### config.mk
export PLATFORM = sky130hd
export DESIGN_NAME = branch_resolve_unit
export DESIGN_NICKNAME = d
export VERILOG_FILES = /design/src/rtl/branch_resolve_unit_pkg.sv /design/src/rtl/branch_history_table.sv /design/src/rtl/branch_resolve_unit.sv
export SDC_FILE = /design/constraint.sdc
export NUM_CORES = 1
export LEC_CHECK = 0
export ABC_AREA = 1
export BUFFER_PORTS_ARGS = -buffer_cell sky130_fd_sc_hd__buf_2
export CAP_MARGIN = 15
export CORE_MARGIN = 2
export CORE_UTILIZATION = 55
export DETAILED_ROUTE_END_ITERATION = 8
export PLACE_DENSITY_LB_ADDON = 0.12
export SLEW_MARGIN = 5
export SYNTH_ARGS = -nofsm -noshare
export SYNTH_HDL_FRONTEND = slang
export SYNTH_SLANG_ARGS = --single-unit
export TNS_END_PERCENT = 10
### constraint.sdc
create_clock -name clk -period 16.2 [get_ports clk]
set_input_delay 3.24 -clock clk [delete_from_list [all_inputs] [get_ports clk]]
set_output_delay 3.24 -clock clk [all_outputs]
set_load 0.005 [all_outputs]
### src/rtl/branch_resolve_unit_pkg.sv
// Shared types for the branch resolve unit: control encoding, BHT counter,
// BHT index helper and the registered result payload.
package branch_resolve_unit_pkg;

    // Condition select driven by decode.
    typedef enum logic [2:0] {
        BR_EQ   = 3'd0,
        BR_NE   = 3'd1,
        BR_LT   = 3'd2,
        BR_GE   = 3'd3,
        BR_LTU  = 3'd4,
        BR_GEU  = 3'd5,
        BR_JUMP = 3'd6,
        BR_NONE = 3'd7
    } BranchResolverCtrl;

    // Widest PC the result payload carries; the top truncates to XLEN (XLEN <= 64).
    localparam int unsigned RESULT_PC_W = 64;

    typedef logic [1:0] bht_counter_t;

    // Weakly not-taken.
    localparam bht_counter_t BHT_INIT_DEFAULT = 2'b01;

    typedef struct packed {
        logic                   isTaken;
        logic                   mispredict;
        logic [RESULT_PC_W-1:0] redirectPc;
    } BranchResult;

    // Word-aligned PC bits select the entry; depth must be a power of two.
    function automatic int unsigned bht_index(input logic [RESULT_PC_W-1:0] pc,
                                              input int unsigned depth);
        logic [RESULT_PC_W-1:0] idx;
        idx = (pc >> 2) & RESULT_PC_W'(depth - 1);
        return 32'(idx);
    endfunction

endpackage

### src/rtl/branch_history_table.sv
// Direct-mapped bimodal table of 2-bit saturating counters.
// Combinational lookup port, one training port written at the clock edge;
// a lookup of the entry being trained sees the pre-update value.
module branch_history_table
    import branch_resolve_unit_pkg::*;
#(
    parameter int unsigned  XLEN  = 32,
    parameter int unsigned  DEPTH = 64,
    parameter bht_counter_t INIT  = BHT_INIT_DEFAULT
) (
    input  logic            clk,
    input  logic            rst,
    input  logic [XLEN-1:0] lookup_pc,
    output logic            lookup_taken_c,
    input  logic            update_en,
    input  logic [XLEN-1:0] update_pc,
    input  logic            update_taken
);

    localparam int unsigned IDX_W = (DEPTH > 1) ? $clog2(DEPTH) : 1;

    bht_counter_t     ctr [DEPTH];
    bht_counter_t     next_ctr;
    logic [IDX_W-1:0] lookup_idx;
    logic [IDX_W-1:0] update_idx;

    assign lookup_idx     = IDX_W'(bht_index(RESULT_PC_W'(lookup_pc), DEPTH));
    assign update_idx     = IDX_W'(bht_index(RESULT_PC_W'(update_pc), DEPTH));
    assign lookup_taken_c = ctr[lookup_idx][1];

    // Saturating step of the entry being trained.
    always_comb begin
        next_ctr = ctr[update_idx];
        if (update_taken) begin
            if (ctr[update_idx] != 2'b11) next_ctr = ctr[update_idx] + 2'b01;
        end else begin
            if (ctr[update_idx] != 2'b00) next_ctr = ctr[update_idx] - 2'b01;
        end
    end

    // Counter storage; reset returns every entry to INIT.
    always_ff @(posedge clk or posedge rst) begin
        if (rst) begin
            ctr <= '{default: INIT};
        end else if (update_en) begin
            ctr[update_idx] <= next_ctr;
        end
    end

endmodule

### src/rtl/branch_resolve_unit.sv
// Pipelined branch resolver: evaluates the condition, computes the real next
// PC, flags mispredictions against fetch, and trains the bimodal BHT.
// Optional macro BRANCH_STATS_EN adds branch / mispredict handshake counters.
module branch_resolve_unit
    import branch_resolve_unit_pkg::*;
#(
    parameter int unsigned  XLEN      = 32,
    parameter int unsigned  BHT_DEPTH = 64,
    parameter bht_counter_t BHT_INIT  = BHT_INIT_DEFAULT
) (
    input  logic              clk,
    input  logic              rst,
    input  logic              reqValid,
    output logic              reqReady,
    input  logic              reqIsBranch,
    input  BranchResolverCtrl reqBrCtrl,
    input  logic [XLEN-1:0]   reqPc,
    input  logic [XLEN-1:0]   reqRs1Data,
    input  logic [XLEN-1:0]   reqRs2Data,
    input  logic [XLEN-1:0]   reqNpcOp1,
    input  logic [XLEN-1:0]   reqNpcOp2,
    input  logic              reqPredTaken,
    input  logic [XLEN-1:0]   reqPredPc,
    input  logic              flush,
    output logic              resValid,
    input  logic              resReady,
    output logic              resIsTaken,
    output logic              resMispredict,
    output logic [XLEN-1:0]   resRedirectPc,
    input  logic [XLEN-1:0]   bhtLookupPc,
    output logic              bhtLookupTaken
`ifdef BRANCH_STATS_EN
    ,
    output logic [31:0]       statBranchCount,
    output logic [31:0]       statMispredictCount
`endif
);

    logic            accept_c;
    logic            cond_taken_c;
    logic            is_cond_c;
    logic            bht_update_c;
    logic [XLEN-1:0] target_c;
    logic [XLEN-1:0] fall_c;
    logic [XLEN-1:0] next_pc_c;
    BranchResult     res_d;
    BranchResult     res_q;

    assign reqReady = !resValid || resReady;
    assign accept_c = reqValid && reqReady;

    // Direction of the op; jumps always taken, BR_NONE never.
    always_comb begin
        cond_taken_c = 1'b0;
        case (reqBrCtrl)
            BR_EQ:   cond_taken_c = (reqRs1Data == reqRs2Data);
            BR_NE:   cond_taken_c = (reqRs1Data != reqRs2Data);
            BR_LT:   cond_taken_c = ($signed(reqRs1Data) <  $signed(reqRs2Data));
            BR_GE:   cond_taken_c = ($signed(reqRs1Data) >= $signed(reqRs2Data));
            BR_LTU:  cond_taken_c = (reqRs1Data <  reqRs2Data);
            BR_GEU:  cond_taken_c = (reqRs1Data >= reqRs2Data);
            BR_JUMP: cond_taken_c = 1'b1;
            default: cond_taken_c = 1'b0;
        endcase
    end

    assign is_cond_c    = (reqBrCtrl != BR_JUMP) && (reqBrCtrl != BR_NONE);
    assign target_c     = (reqNpcOp1 + reqNpcOp2) & ~XLEN'(1);
    assign fall_c       = reqPc + XLEN'(4);
    assign next_pc_c    = cond_taken_c ? target_c : fall_c;
    // Training also happens for flushed requests; it only moves a hint.
    assign bht_update_c = accept_c && reqIsBranch && is_cond_c;

    // Result payload; non-branch ops report all zeros.
    always_comb begin
        res_d = '0;
        if (reqIsBranch) begin
            res_d.isTaken    = cond_taken_c;
            res_d.redirectPc = RESULT_PC_W'(next_pc_c);
            res_d.mispredict = (cond_taken_c != reqPredTaken) || (next_pc_c != reqPredPc);
        end
    end

    // Output stage: flush wins over accept, result held under backpressure.
    always_ff @(posedge clk or posedge rst) begin
        if (rst) begin
            resValid <= 1'b0;
            res_q    <= '0;
        end else if (flush) begin
            resValid <= 1'b0;
        end else if (accept_c) begin
            resValid <= 1'b1;
            res_q    <= res_d;
        end else if (resReady) begin
            resValid <= 1'b0;
        end
    end

    assign resIsTaken    = res_q.isTaken;
    assign resMispredict = res_q.mispredict;
    assign resRedirectPc = XLEN'(res_q.redirectPc);

    branch_history_table #(
        .XLEN  (XLEN),
        .DEPTH (BHT_DEPTH),
        .INIT  (BHT_INIT)
    ) u_bht (
        .clk            (clk),
        .rst            (rst),
        .lookup_pc      (bhtLookupPc),
        .lookup_taken_c (bhtLookupTaken),
        .update_en      (bht_update_c),
        .update_pc      (reqPc),
        .update_taken   (cond_taken_c)
    );

`ifdef BRANCH_STATS_EN
    logic res_is_branch;

    // Remembers whether the held result came from a branch op.
    always_ff @(posedge clk or posedge rst) begin
        if (rst) begin
            res_is_branch <= 1'b0;
        end else if (!flush && accept_c) begin
            res_is_branch <= reqIsBranch;
        end
    end

    // Counts branch results and mispredicts at the output handshake.
    always_ff @(posedge clk or posedge rst) begin
        if (rst) begin
            statBranchCount     <= '0;
            statMispredictCount <= '0;
        end else if (resValid && resReady && res_is_branch) begin
            statBranchCount <= statBranchCount + 32'd1;
            if (res_q.mispredict) statMispredictCount <= statMispredictCount + 32'd1;
        end
    end
`endif

endmodule

* Yosys cells after proc, flatten, opt, wreduce, memory -nomap -nowiden *
Index checks and enable logic that the tools add are counted.

storage, ports and cells
  register bits after elaboration = 163
  bits of input ports = 234
  output and inout port bits = 37
  logic and storage cells = 125

cells by class
  $add $sub $neg = 4
  order comparisons = 7
  equal/unequal tests = 13
  muxes and demuxes = 18
  bitwise operators = 3
  reductions and logical operators = 12

operator list
  operator               count
  $bwmux 128             1
  $mux 66                1
  $ge 32x32->1           2
  $lt 32x32->1           2
  $ne 32x32->1           2
  $add 32x3->32 const B  1
  $add 32x32->32         1
  $eq 32x32->1           1
  $mux 32                1
  $bmux 2 s6             2
  $mux 2                 8
  $ge 7x7->1 const B     2
  $not 6->7              2
  $demux 2 s6            1
  $eq 3x3->1 const B     3
  $lt 7x1->1 const B     1
  $pmux 1 s7             1
  $eq 3x2->1 const B     2
  $ne 3x3->1 const B     2
  $logic_and 1x1->1      5
  $eq 3x1->1 const B     1
  $logic_not 3->1        1
  $mux 1                 3
  $reduce_bool 3->1      1
  other kinds (9)        10

* Logic depth before layout (Yosys ltp) *
Gate-level depths: netlist (run 1).

  word-level depth = 8
  mapped depth = 31
  mapped depth without buffers = 30

* Hierarchy *
From an unflattened synthesis (run 1), not the netlist that was laid out.

unflattened totals
  cells, all modules = 2,144
  area total of the unflattened synthesis = 13,778.2 um2

modules (own cells, without submodules)
  module                instances  cells each  area each (um2)  sequential area each (um2)
  branch_history_table  1          1,198       7,865.0          3,283.1
  branch_resolve_unit   1          946         5,913.2          875.8

* Worst setup path before layout (run 1) *
No wires, ideal clock.

  kind = in2out
  from = input bhtLookupPc[3]
  to = output bhtLookupTaken
  data arrival time = 4,532 ps
  data required time = 12,960 ps
  slack = 8,428 ps
  cell stages on the path = 8
  path buffers = 2
  cells stage by stage = clkbuf_1 -> clkinv_1 -> clkbuf_1 -> a21oi_1 -> a221oi_1 -> o31ai_1 -> nand2_1 -> o21ai_0

on the way
  word-level cells in the longest chain between the ends = 4

ends and longest elaborated chain
  element                                    line                        source
  start: declaration                         branch_resolve_unit.sv:30   input logic [XLEN-1:0] bhtLookupPc,
  $not 6->7 (not written as such)            branch_history_table.sv:29  assign lookup_taken_c = ctr[lookup_idx][1];
  $bmux 2 s6                                 branch_history_table.sv:29
  $mux 2 (not written as such) (2 in a row)  branch_history_table.sv:29
  end: declaration                           branch_resolve_unit.sv:31   output logic bhtLookupTaken

No other way between the ends. The select of a mux whose other input is x is not followed.

* Worst setup path in the final report (run 1) *
  from = input bhtLookupPc[2]
  to = output bhtLookupTaken

Same word-level chain as after synthesis.

==> results of run 1 <==
## stage by stage
step	std cells	utilization	worst slack (ns)	instance area [µm²]
final	2264	0.6453	7.412	14520
after global routing	2263	0.6451	7.129	14520
after CTS	2260	0.6448	7.453	14510
after detailed placement	2228	0.6176	7.481	13900
after global placement	2228	0.6176	7.472	13900
after floorplan	1744	-	8.428	12510
## cell usage in the layout, fill, tap and decap left out, drive strengths merged, types with 4 or more instances in the layout
cell type	netlist	routed
a21boi	4	4
a21o	7	7
a21oi	119	119
a221oi	21	21
a22oi	7	7
a32o	5	5
buf	34	255
clkbuf	22	19
clkinv	3	4
dfrtp	99	99
dfstp	64	64
diode	0	4
ha	63	63
inv	224	233
mux2i	42	42
nand2	435	435
nand3	80	80
nand3b	23	23
nand4	14	14
nor2	192	192
nor3	20	20
nor4	5	5
o2111ai	6	6
o211ai	5	5
o21a	21	21
o21ai	118	118
o21bai	10	10
o221ai	7	7
o22ai	15	15
o31ai	7	7
xnor2	18	18
xor2	32	32
## Yosys cell counts, drive strengths merged, types with 4 or more instances
cell type,instances
clkbuf,22
nor4,5
nor3,20
nand3,80
o221ai,7
xor2,32
xnor2,18
a21oi,119
ha,63
a22oi,7
o22ai,15
a21o,7
dfstp,64
nand3b,23
o21bai,10
o2111ai,6
nand4,14
a32o,5
inv,224
dfrtp,99
a21boi,4
o21ai,118
nand2,435
o21a,21
a221oi,21
buf,34
nor2,192
o211ai,5
o31ai,7
mux2i,42
## registers in the layout, summed over array words and instances, names as in the netlist
register	flops
u_bht.ctr	128
resIsTaken	1
resMispredict	1
resValid	1
resRedirectPc	32
## path summary, 6_finish.rpt
| kind | end | slack (ns) | cells after the start |
|---|---|---|---|
| min reg2reg | u_bht.ctr[52] | 0.48 | 2 |
| min in group asynchronous | resValid | 2.99 | 2 |
| min | u_bht.ctr[52] | 0.48 | 2 |
| max in group asynchronous | u_bht.ctr[3] | 11.89 | 3 |
| max reg2reg | u_bht.ctr[33] | 12.53 | 14 |
| max | bhtLookupTaken | 7.41 | 9 |
## routing by layer
layer	up-vias	wire [µm]
met5	-	0
met3	85	3082
met1	5911	16390
met2	589	18240
li1	6233	-
met4	0	1254
## power groups by stage
stage / combinational (mW) / sequential [mW] / clock, mW
after detailed placement: 0.352 / 0.497 / 0
after floorplan: 0.239 / 0.490 / 0
after global routing: 0.399 / 0.496 / 0.446
final: 0.358 / 0.492 / 0.426
after CTS: 0.354 / 0.491 / 0.429
after global placement: 0.347 / 0.497 / 0
## final cells by class
type	instances	area share
Multi-Input combinational cell	1298	0.4974
Sequential cell	163	0.2864
Timing Repair Buffer	255	0.08979
Inverter	227	0.05903
Clock buffer	19	0.03119
Tap cell	285	0.02456
Clock inverter	13	0.01094
Antenna cell	4	0.0006894
## cell families (layout without fill, tap and decap cells)
logic type	count (synthesis)	count (layout)
flip-flops	163	163
AND/OR/NAND/NOR	774	774
XOR/XNOR	50	50
multiplexers	42	42
buffers and inverters	283	514
adder cells (fa/ha/maj)	64	64
AO/OA/AOI/OAI	368	368
other	0	4
## worst min-delay path: stages, from the launching register on
cell     delay (ns)
dfstp_2        0.36
inv_1          0.06
mux2i_1        0.06
==> results.toml, run 1 <==
[timing]
setup_tns_ns = 0
finalHoldViolCount = 0
setup_viol = 0
max_freq_mhz = 113.8
timing.hold.ws_ns = 0.4815
fin_crit_ns = 8.788
slew_violations = 0
worst_pin_slew_ns = 0.9964
period_share = 0.5424
finClkSkew_ns = 0.009963
rsz0062_at_grt = "no"
slew_headroom = 0.3357

[floorplanning]
coreArea_um2 = 22500
die_w_um = 154.8
die_area_um2 = 23970
start_util = 0.5561
die_h_um = 154.8
ios = 271
row_count = 55

[setup_path]
cp.arrival_ns = 5.55
crit_family = "buffers and inverters"
path_cells = "buf_2 > inv_1 > o21ai_0 > a21oi_1 > o311ai_0 > o311ai_0 > nand2_1 > o21ai_0 > buf_2"
path_class = "input port to output pin"
end_kind = "output pin"
start_kind = "input port"
cp_max_fo = 41
timing.rr.start = "u_bht.ctr[17]"
crit_path_max_incr_delay_ns = 0.54
crit_slowest_cell = "inv_1"
critPathBufInv = 3
crit_start = "bhtLookupPc[2]"
crit_required_ns = 12.96

[routing]
routed_wl_mm = 38.96
wl_per_cell_um = 17.21
via_per_inst = 5.662
vias = 12818
dr.pass1.iters = 6
drc = 0
drt_iter0_markers = 907
antenna_left = 0

[logic_synthesis]
synth_top_family_by_area = "simple AND/OR/NAND/NOR gates"
synth_top_cell_by_area = "dfrtp_1"
synth-compound-area-share = 0.1776
synth_edf_count = 0
synth_nets = 2042
yosys.area_share.adder = 0.06459
async_flop_share = 1.000
synth_top_area_share = 0.1980
ys_seq_area_frac = 0.3324
yosys.area_share.xor_xnor = 0.03500
yosys.area_share.simple = 0.2654
ys_warn_count = 0
yosys-top-cells-area = "dfrtp_1, dfstp_2, nand2_1"
ys.flop_type = "dfrtp_1"
ys_types = 61
syn_inst = 1744
ys_seq_elements = 163
yosys-mux-area-fraction = 0.03360
synth_area_um2 = 12510
postSynthAreaPerCell_um2 = 7.175

[global_route]
gr-total-overflow = 0
first_global_vias = 12064
antenna_found_initial = 3
grtUsageTotal = 0.3210
grtUsageMet3 = 0.05772
top_usage_layer = "met2"
use_met1 = 0.4142
globalRouteMet2Util = 0.5387
grt_pass1_wl_mm = 60.62
grt_max_degree = 99

[cts]
cts_buffer_depth = 2
hold_buffers = 0
cts_sinks = 163
cts_resized = 0
root_buffer = "clkbuf_16"
h-tree-depth = 4
clk_pin_slew_ns = 0.06
cts_setup_buffers = 0
insertion_delay_ns = 0.44
cts_inserted_buffers = 17
cts_tree = "yes"

[finish]
nets = 2260
fillerInstances = 2067
area_growth_pct = 16.04
multiInputGateArea_um2 = 7222
register_area_um2 = 4159
drive_gt1_frac = 0.1975

[place]
dpl.hpwl_mm = 29.21
place.gp.congestion = 0.9436
port-buffer-count = 244

[pwr]
peakVddDrop_mv = 0.07412
p_int_uw = 834.1
p_sw_uw = 441.5
powerDensity_nw_per_um2 = 87.86
power_frac_comb = 0.281
p_leak_nw = 7.444
seq_power_share = 0.385
total_power_mw = 1.276
swShare = 0.3461
p_clk_frac = 0.334

[run]
maxCapViolCount = 0

[hold_path]
min_path_type = "flip-flop to flip-flop"
min-delay-start = "u_bht.ctr[52]"

[run_status]
status = "finished, final reports clean"
(Power assumes the default switching activity.)
==> inputs of run 2 (changes only) <==
==> constraint.sdc (replaced) <==
create_clock -name clk -period 9.2 [get_ports clk]
set_input_delay 1.84 -clock clk [delete_from_list [all_inputs] [get_ports clk]]
set_output_delay 1.84 -clock clk [all_outputs]
set_load 0.005 [all_outputs]
==> run 2 against run 1 <==
  * Setup slack got worse by 4.4 ns
  * Worst hold slack about the same
  * Clock power increased by 63%
  * Die area unchanged
  * Wire length decreased by 0.63%
  * Clock skew increased by 0.0013 ns
  * Non-clock buffer count decreased by 1
  * Utilization decreased by 0.23 points
  * Highest routed layer is now met5
  * Critical path type unchanged
  * Via count decreased by 1.2%
  * Count of clock-buffer cells in the layout increased by 1
==> results.toml, run 2 (synthesis results as in run 1) <==
[run_status]
status = "finished, final reports clean"

[pwr]
seq_power_share = 0.395
power_frac_comb = 0.288
p_sw_uw = 761.1
powerDensity_nw_per_um2 = 151.4
p_leak_nw = 7.418
peakVddDrop_mv = 0.1166
p_clk_frac = 0.317
swShare = 0.3474
p_int_mw = 1.429
total_power_mw = 2.191

[place]
dpl.hpwl_mm = 29.36
dpl_cell_area_um2 = 13890
dp.cells = 2227
place.gp.congestion = 0.9573
port-buffer-count = 244
preCtsSetupSlack_ns = 2.825

[timing]
fin_crit_ns = 6.139
worst_pin_slew_ns = 0.9904
slew_headroom = 0.3361
finClkSkew_ns = 0.01122
finalHoldViolCount = 0
final.setup.worst_slack_ns = 3.061
rsz0062_at_grt = "no"
max_freq_mhz = 162.9
timing.hold.ws_ns = 0.4812
slew_violations = 0
period_share = 0.6673
setup_tns_ns = 0
setup_viol = 0

[floorplanning]
die_h_um = 154.8
coreArea_um2 = 22500
start_util = 0.5561
ios = 271
die_w_um = 154.8
row_count = 55
die_area_um2 = 23970

[setup_path]
timing.rr.start = "u_bht.ctr[73]"
path_class = "input port to output pin"
r2r_setup_slack_ns = 5.60
start_kind = "input port"
rr_worst_depth = 12
cp_max_fo = 41
cp.arrival_ns = 4.30
end_kind = "output pin"
rr_endpoint = "u_bht.ctr[83]"
crit_required_ns = 7.36

[global_route]
grt_pass1_wl_mm = 60.61
first_global_vias = 11887
gr-total-overflow = 0
grtUsageTotal = 0.3200
grt_max_degree = 108
antenna_found_initial = 3

[finish]
final_area_um2 = 14470
top_register = "u_bht.ctr"
nets = 2259
drive_gt1_frac = 0.1960
multiInputGateArea_um2 = 7222
register_area_um2 = 4159
utilization = 0.6429
fillerInstances = 2028
final_cell_mix = "nand2_1, buf_2, inv_1, nor2_1, a21oi_1"
area_growth_pct = 15.62
mostFrequentLayoutCell = "nand2_1"
final_cell_count_no_fill = 2262
largest_reg_flops = 128

[routing]
antenna_left = 0
routed_wl_mm = 38.72
vias = 12668
dr.pass1.iters = 7
via_per_inst = 5.600
drc = 0
wl_per_cell_um = 17.12
drt_iter0_markers = 917

[hold_path]
min-delay-start = "resRedirectPc[2]"
min_path_cells = 2
hold-path-endpoint = "resRedirectPc[2]"
min_path_type = "flip-flop to flip-flop"

[cts]
insertion_delay_ns = 0.43
root_buffer = "clkbuf_16"
cts_buffer_depth = 2
clk_pin_slew_ns = 0.06
cts_resized = 0
h-tree-depth = 4
cts_sinks = 163
cts_setup_buffers = 0
cts_inserted_buffers = 17
cts_tree = "yes"
hold_buffers = 0

[run]
maxCapViolCount = 0
## run 2: cell types whose count changed in the layout (fill, tap and decap cells not counted), sizes merged
| cell | before | now |
|---|---|---|
| clkinv | 4 | 10 |
| clkbuf | 19 | 20 |
| inv | 233 | 228 |
| diode | 4 | 3 |
| bufinv | 2 | 1 |
| buf | 255 | 254 |
| clkinvlp | 1 | 0 |
## run 2: how the worst max path moves through the flow
stage	cells past startpoint	slack, ns	endpoint	start
finish	9	3.06	bhtLookupTaken	bhtLookupPc[2]
global route	9	2.81	bhtLookupTaken	bhtLookupPc[2]
CTS	9	3.10	bhtLookupTaken	bhtLookupPc[2]
detailed placement	16	2.82	u_bht.ctr[83]	reqPc[3]
global placement	16	2.89	u_bht.ctr[33]	reqPc[3]
floorplan	1	3.06	resIsTaken	rst
## run 2: critical path, stage by stage
cell      delay (ns)
buf_2           0.54
inv_1           0.59
o21ai_0         0.33
a21oi_1         0.06
o311ai_0        0.39
o311ai_0        0.20
nand2_1         0.09
o21ai_0         0.10
buf_2           0.15
## run 2: area by class of cell
class	instances	share of cell area
diodes	3	0.0005189
clock buffers	20	0.03087
clock inverters	12	0.008475
inverters	227	0.05924
multi-input cells	1298	0.4992
flip-flops and latches	163	0.2875
well taps	285	0.02465
repair buffers	254	0.08960
## run 2: per-layer routing
layer | vias up | global-route usage | part of all wire
met2 | 551 | 0.5553 | 0.48
met4 | 2 | 0.1107 | 0.028
met5 | - | 0 | 0.00034
met3 | 72 | 0.04539 | 0.075
met1 | 5819 | 0.4105 | 0.42
li1 | 6224 | - | -
## run 2: power groups by stage
stage          logic, mW  clock network, mW  registers (mW)
3_5_place_dp       0.622                  0           0.876
5_1_grt            0.704              0.732           0.873
6_report           0.630              0.694           0.866
4_1_cts            0.626              0.701           0.864
3_3_place_gp       0.609                  0           0.873
2_1_floorplan      0.420                  0           0.863
